## src/rtl/timer_pkg.sv

```systemverilog
// Shared timer definitions: counter/word widths, default prescaler width
// and the halt FSM state encoding.
package timer_pkg;
  localparam int CNT_WIDTH     = 64;
  localparam int WORD_WIDTH    = 32;
  localparam int DEF_DIV_WIDTH = 8;

  typedef enum logic {
    RUN    = 1'b0,
    HALTED = 1'b1
  } halt_state_e;
endpackage

```

## src/rtl/timer_prescaler.sv

```systemverilog
// Programmable prescaler for the timer counter.
// Ports:
//   sys_clk, sys_rst_n : clock, async active-low reset
//   timer_en           : 0 clears the phase and blocks inc
//   div_en, div_val    : prescaler mode / terminal value (ratio div_val+1)
//   freeze             : hold everything (halt in progress)
//   inc                : combinational, counter should increment this cycle
module timer_prescaler #(
  parameter int DIV_WIDTH = timer_pkg::DEF_DIV_WIDTH
) (
  input  logic                 sys_clk,
  input  logic                 sys_rst_n,
  input  logic                 timer_en,
  input  logic                 div_en,
  input  logic [DIV_WIDTH-1:0] div_val,
  input  logic                 freeze,
  output logic                 inc
);
  logic [DIV_WIDTH-1:0] div_cnt, div_cnt_nxt;
  logic [DIV_WIDTH-1:0] div_val_q;
  logic                 div_en_q;
  logic                 cfg_chg;

  // Copies only advance while running, so a config change made during a
  // halt is still seen (and restarts the phase) on the first running cycle.
  assign cfg_chg = (div_en != div_en_q) || (div_val != div_val_q);

  always_comb begin
    inc         = 1'b0;
    div_cnt_nxt = div_cnt;
    if (!freeze) begin
      if (!timer_en || cfg_chg) begin
        div_cnt_nxt = '0;
      end else if (!div_en) begin
        div_cnt_nxt = '0;
        inc         = 1'b1;
      end else if (div_cnt == div_val) begin
        div_cnt_nxt = '0;
        inc         = 1'b1;
      end else begin
        div_cnt_nxt = div_cnt + 1'b1;
      end
    end
  end

  always_ff @(posedge sys_clk or negedge sys_rst_n) begin
    if (!sys_rst_n) begin
      div_cnt   <= '0;
      div_val_q <= '0;
      div_en_q  <= 1'b0;
    end else begin
      div_cnt <= div_cnt_nxt;
      if (!freeze) begin
        div_val_q <= div_val;
        div_en_q  <= div_en;
      end
    end
  end
endmodule

```

## src/rtl/timer_counter.sv

```systemverilog
// Free-running 64-bit timer counter with prescaler, software word loads
// and a debug halt handshake.
// Ports:
//   sys_clk, sys_rst_n   : clock, async active-low reset
//   timer_en, div_en,
//   div_val              : enable and prescaler control
//   cnt_wdata, cnt_lo_wr,
//   cnt_hi_wr            : software load of low/high counter word
//   debug_mode, halt_req : debugger freeze request (needs both)
//   cnt_val              : registered counter value
//   cnt_tick             : registered pulse, cycle after each increment
//   halt_ack             : registered, timer is frozen
module timer_counter
  import timer_pkg::*;
#(
  parameter int                   DIV_WIDTH   = DEF_DIV_WIDTH,
  parameter logic [CNT_WIDTH-1:0] CNT_RST_VAL = '0
) (
  input  logic                  sys_clk,
  input  logic                  sys_rst_n,
  input  logic                  timer_en,
  input  logic                  div_en,
  input  logic [DIV_WIDTH-1:0]  div_val,
  input  logic [WORD_WIDTH-1:0] cnt_wdata,
  input  logic                  cnt_lo_wr,
  input  logic                  cnt_hi_wr,
  input  logic                  debug_mode,
  input  logic                  halt_req,
  output logic [CNT_WIDTH-1:0]  cnt_val,
  output logic                  cnt_tick,
  output logic                  halt_ack
);
  halt_state_e state, state_nxt;
  logic        hold, freeze, inc, write;

  assign hold   = debug_mode & halt_req;
  // Freeze is combinational on hold so the request cycle itself is frozen.
  assign freeze = hold | (state == HALTED);
  assign write  = cnt_lo_wr | cnt_hi_wr;

  always_comb begin
    state_nxt = state;
    case (state)
      RUN:     if (hold)  state_nxt = HALTED;
      HALTED:  if (!hold) state_nxt = RUN;
      default: state_nxt = RUN;
    endcase
  end

  always_ff @(posedge sys_clk or negedge sys_rst_n) begin
    if (!sys_rst_n) state <= RUN;
    else            state <= state_nxt;
  end

  assign halt_ack = (state == HALTED);

  timer_prescaler #(.DIV_WIDTH(DIV_WIDTH)) u_presc (
    .sys_clk   (sys_clk),
    .sys_rst_n (sys_rst_n),
    .timer_en  (timer_en),
    .div_en    (div_en),
    .div_val   (div_val),
    .freeze    (freeze),
    .inc       (inc)
  );

  // Writes win over increment; a suppressed increment is dropped.
  always_ff @(posedge sys_clk or negedge sys_rst_n) begin
    if (!sys_rst_n) begin
      cnt_val  <= CNT_RST_VAL;
      cnt_tick <= 1'b0;
    end else begin
      if (write) begin
        if (cnt_lo_wr) cnt_val[WORD_WIDTH-1:0]         <= cnt_wdata;
        if (cnt_hi_wr) cnt_val[CNT_WIDTH-1:WORD_WIDTH] <= cnt_wdata;
      end else if (inc) begin
        cnt_val <= cnt_val + 64'd1;
      end
      cnt_tick <= inc & ~write;
    end
  end
endmodule

```

## config.mk

```make
export PLATFORM = sky130hd
export DESIGN_NAME = timer_counter
export DESIGN_NICKNAME = d
export VERILOG_FILES = /design/src/rtl/timer_pkg.sv /design/src/rtl/timer_prescaler.sv /design/src/rtl/timer_counter.sv
export SDC_FILE = /design/constraint.sdc
export NUM_CORES = 1
export LEC_CHECK = 0
export ABC_AREA = 1
export ABC_CLOCK_PERIOD_IN_PS = 2000
export CORE_MARGIN = 2
export CORE_UTILIZATION = 25
export DETAILED_ROUTE_END_ITERATION = 8
export MAX_ROUTING_LAYER = met4
export PLACE_DENSITY_LB_ADDON = 0.3
export SLEW_MARGIN = 5
export SYNTH_ARGS = -nofsm -noshare
export SYNTH_HDL_FRONTEND = slang
export SYNTH_SLANG_ARGS = --single-unit
export TNS_END_PERCENT = 10
```

## constraint.sdc

```tcl
create_clock -name sys_clk -period 2 [get_ports sys_clk]
set_input_delay 0.3 -clock sys_clk [delete_from_list [all_inputs] [get_ports sys_clk]]
set_output_delay 0.3 -clock sys_clk [all_outputs]
set_load 0.01 [all_outputs]
```

# Yosys cells after proc, flatten, opt, wreduce, memory -nomap -nowiden

Cells that the tools add are included.

Flip-flop bits (word level): 83
Bits in latches: 0
Memory bits (writable): 0
ROM bits: 0
Input bits: 48
Output and inout port bits: 66
Logic and storage cells: 37
Memories kept: 0

$add $sub $neg: 2
Multiply operators: 0
Divide/modulo/power cells: 0
Order comparisons: 0
Eq/ne operators: 5
Shifts and indexed selects: 0
Multiplexer cells: 12
Bitwise operators: 5
Reduce and logical (&&, ||, !) cells: 6

Operators with widths:

| kind                                           | number |
|---|---|
| two-way mux 64 bit                             | 2 |
| adder 64 x 1 -> 64 bit (second input constant) | 1 |
| two-way mux 32 bit                             | 2 |
| two-way mux 8 bit                              | 3 |
| adder 8 x 1 -> 8 bit (second input constant)   | 1 |
| == test 8 bit                                  | 1 |
| inequality test 8 bit                          | 1 |
| two-way mux 1 bit                              | 5 |
| inequality test 2 bit (second input constant)  | 2 |
| AND reduction 2 bit                            | 2 |
| bitwise AND 1 bit                              | 2 |
| logical OR 1 bit                               | 2 |
| bitwise OR 1 bit                               | 2 |
| nonzero test 2 bit                             | 1 |
| logical NOT 1 bit                              | 1 |
| inequality test 1 bit                          | 1 |
| inverter 1 bit                                 | 1 |

# Logic depth before layout (Yosys ltp)

Word-level depth: 7
Gate-level depth with buffers: 13
Gate-level depth less buffers: 13

# Cells and area by module

A second synthesis with hierarchy kept.

Cells, all modules: 942
Area total of the unflattened synthesis: 5931.9 um2

By module, submodules not included:

| module          | times used | cells an instance | area an instance (um2) | sequential area each (um2) |
|---|---|---|---|---|
| timer_counter   | 1          | 808               | 4952.2                 | 1651.6 |
| timer_prescaler | 1          | 134               | 979.7                  | 425.4 |

# Worst setup path after synthesis

No wires, ideal clock.

Path type: register to register
Start point: register cnt_val[0]
End point: register cnt_val[58]
Setup time: 0.117 ns
Arrival: 1.638 ns
Data required time: 1.883 ns
Slack: 0.246 ns
Cell stages (with the launch flop): 13
Path buffers: 0
Period minus slack after synthesis: 1.754 ns
Cell sequence: dfrtp_1 -> ha_1 -> nand2_1 -> nor2_2 -> nand2_2 -> nor2_2 -> nand2_1 -> o21ai_1 -> nand2_1 -> nand2_1 -> nand2_1 -> nand2_1 -> nand2_1

Longest elaborated chain between the ends: 3

RTL lines:

| item                              | line                | text |
|---|---|---|
| from (decl)                       | timer_counter.sv:29 | `output logic [CNT_WIDTH-1:0] cnt_val,` |
| from (signal, indexed assignment) | timer_counter.sv:74 | `if (cnt_lo_wr) cnt_val[WORD_WIDTH-1:0] <= cnt_wdata;` |
| from (signal, indexed assignment) | timer_counter.sv:75 | `if (cnt_hi_wr) cnt_val[CNT_WIDTH-1:WORD_WIDTH] <= cnt_wdata;` |
| from (signal assigned)            | timer_counter.sv:77 | `cnt_val <= cnt_val + 64'd1;` |
| adder 64 x 1 -> 64 bit            | timer_counter.sv:77 |  |
| two-way mux 64 bit                | timer_counter.sv:76 | `end else if (inc) begin` |
| two-way mux 64 bit                | timer_counter.sv:73 | `if (write) begin` |

Every way passes these cells. The select of a mux whose other input is x is not followed.
A chain may end at the register's enable or synchronous reset.

# Worst setup path after layout

Start point: register cnt_val[0]
End point: register cnt_val[46]

The elaborated chain is that of the path after synthesis.

==> results_dict.tcl <==
set metrics [dict create \
    final_cell_mix "nand2_1 (482), nor2_1 (155), clkdlybuf4s50_1 (112)" \
    vias 7239 \
    ys_top_cells_by_area "dfrtp_1 (33%), nand2_1 (29%), nor2_1 (9.7%)" \
    period_share 0.934 \
    syn-num-nets 1116 \
    antenna_found_initial 0 \
    dp_hpwl_mm 19.8 \
    root_buffer "clkbuf_16" \
    syn_inst 1066 \
    cts_tree "done" \
    critPathLaunch "cnt_val[0]" \
    reg2reg_slack_ps 130 \
    die_area_um2 26600 \
    fin_ws_ps 132 \
    rsz0062_at_grt "yes" \
    synth_top_family_by_area "simple AND/OR/NAND/NOR gates" \
    final_common_cell "nand2_1" \
    yosys_warnings 0 \
    crit_fanout 4 \
    cts_buffer_depth 2 \
    multi_input_area_um2 3850 \
    cellPowerDensity_nw_per_um2 621 \
    synthXorXnorAreaFrac 0.0388 \
    path_clk_slew_ps 60 \
    cts_buffers 9 \
    final_max_slew_viol_count 0 \
    critPathKind "flip-flop to flip-flop" \
    grt_overflow 0 \
    p_switching_w 0.00176 \
    leakage_nw 3.96 \
    drcViolationCount 0 \
    yosysUniqueCellTypes 31 \
    die_x_um 163 \
    period_needed_ps 1870 \
    yosys.area.top_type_share 0.329 \
    fmax_ghz 0.535 \
    rows 58 \
    synth-compound-area-share 0.0654 \
    die_h_um 163 \
    vias_per_cell 4.60 \
    synth_top_cell_by_area "dfrtp_1" \
    start_kind "flip-flop" \
    ios 114 \
    comb_power_share 0.264 \
    initial_utilization 0.253 \
    wirelength_mm 25.0 \
    yosys.area_share.adder 0.00396 \
    internal_power_w 0.00372 \
    synth_area_per_cell_um2 5.93 \
    vdd_drop_max_v 0.000345 \
    cp-endpoint "cnt_val[46]" \
    clock_power_share 0.353 \
    finalSetupViolations 0 \
    sequentialPowerShare 0.383 \
    switching_share 0.321 \
    area_growth_pct 39.7 \
    endpoint_kind "flip-flop" \
    ys_seq_area_frac 0.329 \
    grt_pass1_vias 6848 \
    hold_class "primary input to asynchronous set/reset pin" \
    cts_max_level 3 \
    muxShareOfSynthArea 0 \
    grt_usage 0.197 \
    numPlacedInstances 1551 \
    num-nets-final 1289 \
    cts_sinks 83 \
    ant_nets 0 \
    drv_cap 0 \
    regArea_um2 2080 \
    fillers 2767 \
    power_w 0.00548 \
    worstReg2RegStart "cnt_val[0]" \
    relSlewSlack 0.636 \
    critPathRequiredTime_ps 2240 \
    grt_max_degree 36 \
    port_buffers 113 \
    rr_endpoint "cnt_val[46]" \
    layoutNonFillerInstCount 1574 \
    core_um2 25000 \
    drive_gt1_frac 0.106 \
    clock_latency_ps 360 \
    fin_worst_skew_ps 12.1 \
    drt_iter0_drc 428 \
    diodes 0 \
    ys_ff_latch 83 \
    yosys.area_share.simple 0.493 \
    arrival_ps 2110 \
    gp_congestion 0.985 \
    status "finished, final reports clean" \
    worstRegToRegCells 13 \
    first_pass_iters 5 \
    grt_pass1_wl_mm 38.5 \
    place_ws_ps -178 \
    post_drt_wl_per_cell_um 15.9 \
    synth_area_um2 6320 \
    worstMarginPinSlew_ps 545 \
    hold_viol 0 \
]
per-stage QoR:
step,hold slack [ps],setup TNS [ps],instance area (µm²),util
2_1_floorplan,4.41,0,6320,-
3_3_place_gp,316,-7100,8380,0.336
3_5_place_dp,321,-7360,8380,0.336
4_1_cts,474,0,8730,0.350
5_1_grt,524,-25.3,8820,0.353
6_report,468,0,8820,0.353
area by class of cell:
class | count | area share
multi-input combinational | 876 | 0.436
inverter | 79 | 0.0336
clock inverter | 5 | 0.00950
clock buffer | 11 | 0.0286
sequential | 83 | 0.236
tap | 330 | 0.0468
timing repair buffer | 190 | 0.209
Yosys cell counts (all sizes together):
| cell type | count |
|---|---|
| a21oi | 10 |
| dfrtp | 83 |
| nor4 | 1 |
| or2 | 1 |
| nand3 | 73 |
| o21bai | 3 |
| nor3b | 1 |
| nor3 | 5 |
| inv | 78 |
| nor2 | 174 |
| clkinv | 1 |
| nand2 | 493 |
| ha | 2 |
| nand3b | 5 |
| nand4 | 10 |
| xnor2 | 14 |
| clkbuf | 17 |
| and2 | 2 |
| xor2 | 14 |
| buf | 11 |
| o21ai | 68 |
power groups by stage:
| stage | clock network, W | logic, W | registers, W |
|---|---|---|---|
| 2_1_floorplan | 0 | 0.000580 | 0.00212 |
| 3_3_place_gp | 0 | 0.00143 | 0.00213 |
| 3_5_place_dp | 0 | 0.00144 | 0.00212 |
| 4_1_cts | 0.00197 | 0.00145 | 0.00210 |
| 5_1_grt | 0.00203 | 0.00161 | 0.00212 |
| 6_report | 0.00193 | 0.00145 | 0.00210 |
worst min path at each step:
stage	end	cells after the start
6_report	cnt_val[1]	2
5_1_grt	u_presc.div_val_q[7]	2
4_1_cts	u_presc.div_cnt[6]	2
3_5_place_dp	cnt_val[2]	1
3_3_place_gp	cnt_val[2]	1
2_1_floorplan	cnt_tick	0
worst max-delay path, stage by stage, from the launching register on:
cell     delay (ps)
dfrtp_1         370
ha_1            190
nand2_2          90
nor2_1          190
nand2_2         130
nor2_4          210
buf_4           150
nand3_1          70
nand2_1          70
nand2_1          50
nand2_1          50
nand2_1          40
nand2_1          50
o21ai_0          70
logic make-up after synthesis:
| group | Yosys count |
|---|---|
| buffers and inverters | 107 |
| flip-flops | 83 |
| XOR/XNOR | 28 |
| AND/OR/NAND/NOR | 765 |
| AO/OA/AOI/OAI | 81 |
| adder cells (fa/ha/maj) | 2 |
metal layers:
layer	global-route usage	up-vias	routed length, µm
met1	0.264	3315	11500
met3	0.0244	32	1470
met4	0.0680	0	567
li1	-	3664	-
met2	0.305	228	11500
met5	-	-	0
timing repair:
item / in CTS / in global routing
hold buffers: 1 / 0
setup buffers: 0 / 6
resized for setup: 0 / 19
endpoints found under the setup margin: 0 / 23
hold endpoints to repair: 33 / 0
flip-flops by register name, indices dropped and copies added (netlist names):
signal,count
u_presc.div_en_q,1
u_presc.div_val_q,8
cnt_tick,1
halt_ack,1
cnt_val,64
u_presc.div_cnt,8
Power figures use the tool's default switching activity.
==> variant, RTL diff (config.mk and constraints unchanged) <==
The package constant `DEF_DIV_WIDTH` goes from 8 to 9.
--- a/src/rtl/timer_pkg.sv
+++ b/src/rtl/timer_pkg.sv
@@ -3,7 +3,7 @@
 package timer_pkg;
   localparam int CNT_WIDTH     = 64;
   localparam int WORD_WIDTH    = 32;
-  localparam int DEF_DIV_WIDTH = 8;
+  localparam int DEF_DIV_WIDTH = 9;
 
   typedef enum logic {
     RUN    = 1'b0,
Interface: changed (resized div_val); port bits go from 114 to 115. No check against the original RTL was run, so the function may have changed too.
==> variant against the original RTL <==
  * Wire length increased by 2.9%
  * Die area increased by 4.1%
  * Synthesized area increased by 4.2%
  * Cell area increased by 2.2%
  * Total power decreased by 2.7%
  * Via count increased by 3.0%
  * Critical path depth decreased by 2
  * Sequential cell count increased by 2
  * Worst setup slack got worse by 0.0037 ns
  * Count of clock-buffer cells in the layout unchanged
  * Critical endpoint is now cnt_val[62]$_DFFE_PN0P_
==> variant: results (changes against the original RTL) <==
peak supply drop=0.2992 mV (-13%); met3 usage=3.384% (+0.94 points); Inst Count DP=1586 (+2.3%); initial antenna violation count=1 (+1); critical path peak fanout=5 (+1); vias per cell=4.648 (+1.1%); worst-margin pin slew=0.4643 ns (-0.08114 ns); status=finished, final reports clean; Seq/Total Area, Yosys=32.31% (-0.57 points); vias in the first global route=7185 (+4.9%); Adder-Cell Fraction of Synth Area=0.3801% (-0.016 points); synthesized area per cell=6.013 sq um (+1.5%); Via Count=7455 (+3.0%); sw frac=32.63% (+0.56 points); final net count=1314 (+1.9%); complex-gate fraction of the synthesized area=4.580% (-2.0 points); DP Wirelength=20270 microns (+2.6%); synth top area cells=dfrtp_1, nand2_1, nor2_1, nand3_1, inv_1; I/O Buffers=114 (+0.88%); Post-DP Area=8650 sq um (+3.2%); Post-synth ARST share=100.0% (unchanged); 1st-iter DRT viols=581 (+36%); share of cells above drive strength 1=11.99% (+1.4 points); GP Congestion=0.9396 (-4.6%); Total Wirelength=25710 microns (+2.9%); crit-path max cell delay=0.46 ns (+0.09 ns); Post-synth top cells=nand2_1, nor2_1, nand3_1; leading registers by flop count=cnt_val: 64 flops, u_presc.div_cnt: 9 flops, u_presc.div_val_q: 9 flops; dpl ws=-0.1095 ns (+0.06888 ns); Leakage Power=4.086 nW (+3.1%); xor/xnor share of the synthesized area=4.789% (+0.91 points); GR Util met2=31.25% (+0.72 points); total track usage=19.24% (-0.41 points)
variant: cell types whose count changed after synthesis, moves of 7 or more:
cell     unedited run  this run
nor2_2              6        16
nor2_1            163       152
nand2_1           487       496
xor2_1             14        21
buf_2               1         9
o21ai_0            63        41
nand3_1            72       103
a21oi_1            10         1
variant: final timing paths:
kind | to | startpoint | slack (ns) | cells past startpoint
worst min register to register | u_presc.div_val_q[3]$_DFFE_PN0N_ | u_presc.div_val_q[3]$_DFFE_PN0N_ | 0.49 | 2
min in group sys_clk | halt_ack$_DFF_PN0_ | halt_req | 0.49 | 3
max in group asynchronous | cnt_val[41]$_DFFE_PN0P_ | sys_rst_n | 0.90 | 3
worst min-delay path | cnt_val[10]$_DFFE_PN0P_ | sys_rst_n | 0.47 | 2
worst max register to register | cnt_val[62]$_DFFE_PN0P_ | cnt_val[30]$_DFFE_PN0P_ | 0.13 | 11
worst max-delay path | cnt_val[62]$_DFFE_PN0P_ | cnt_val[30]$_DFFE_PN0P_ | 0.13 | 11
variant: final cells by class:
type | instances | area [sq um]
timing repair buffer | 188 | 1822
sequential | 85 | 2140
fill | 2839 | 16970
tap | 335 | 419.2
multi-input combinational | 904 | 4055
inverter | 75 | 281.5
clock inverter | 5 | 50.05
clock buffer | 11 | 242.7
antenna | 1 | 2.502
variant: worst max-delay path, delay by kind of cell (launching register included):
family	cells	cell delay, ns
AOI/OAI and AO/OA	1	0.17
and+or+nand+nor	10	1.15
DFF	1	0.46
variant: power by group through the flow:
stage | Sequential (mW) | Clock (mW) | Combinational [mW]
3_5_place_dp | 2.16 | 0 | 1.45
5_1_grt | 2.16 | 1.85 | 1.61
4_1_cts | 2.13 | 1.80 | 1.46
3_3_place_gp | 2.16 | 0 | 1.44
6_report | 2.13 | 1.75 | 1.45
2_1_floorplan | 2.17 | 0 | 0.570
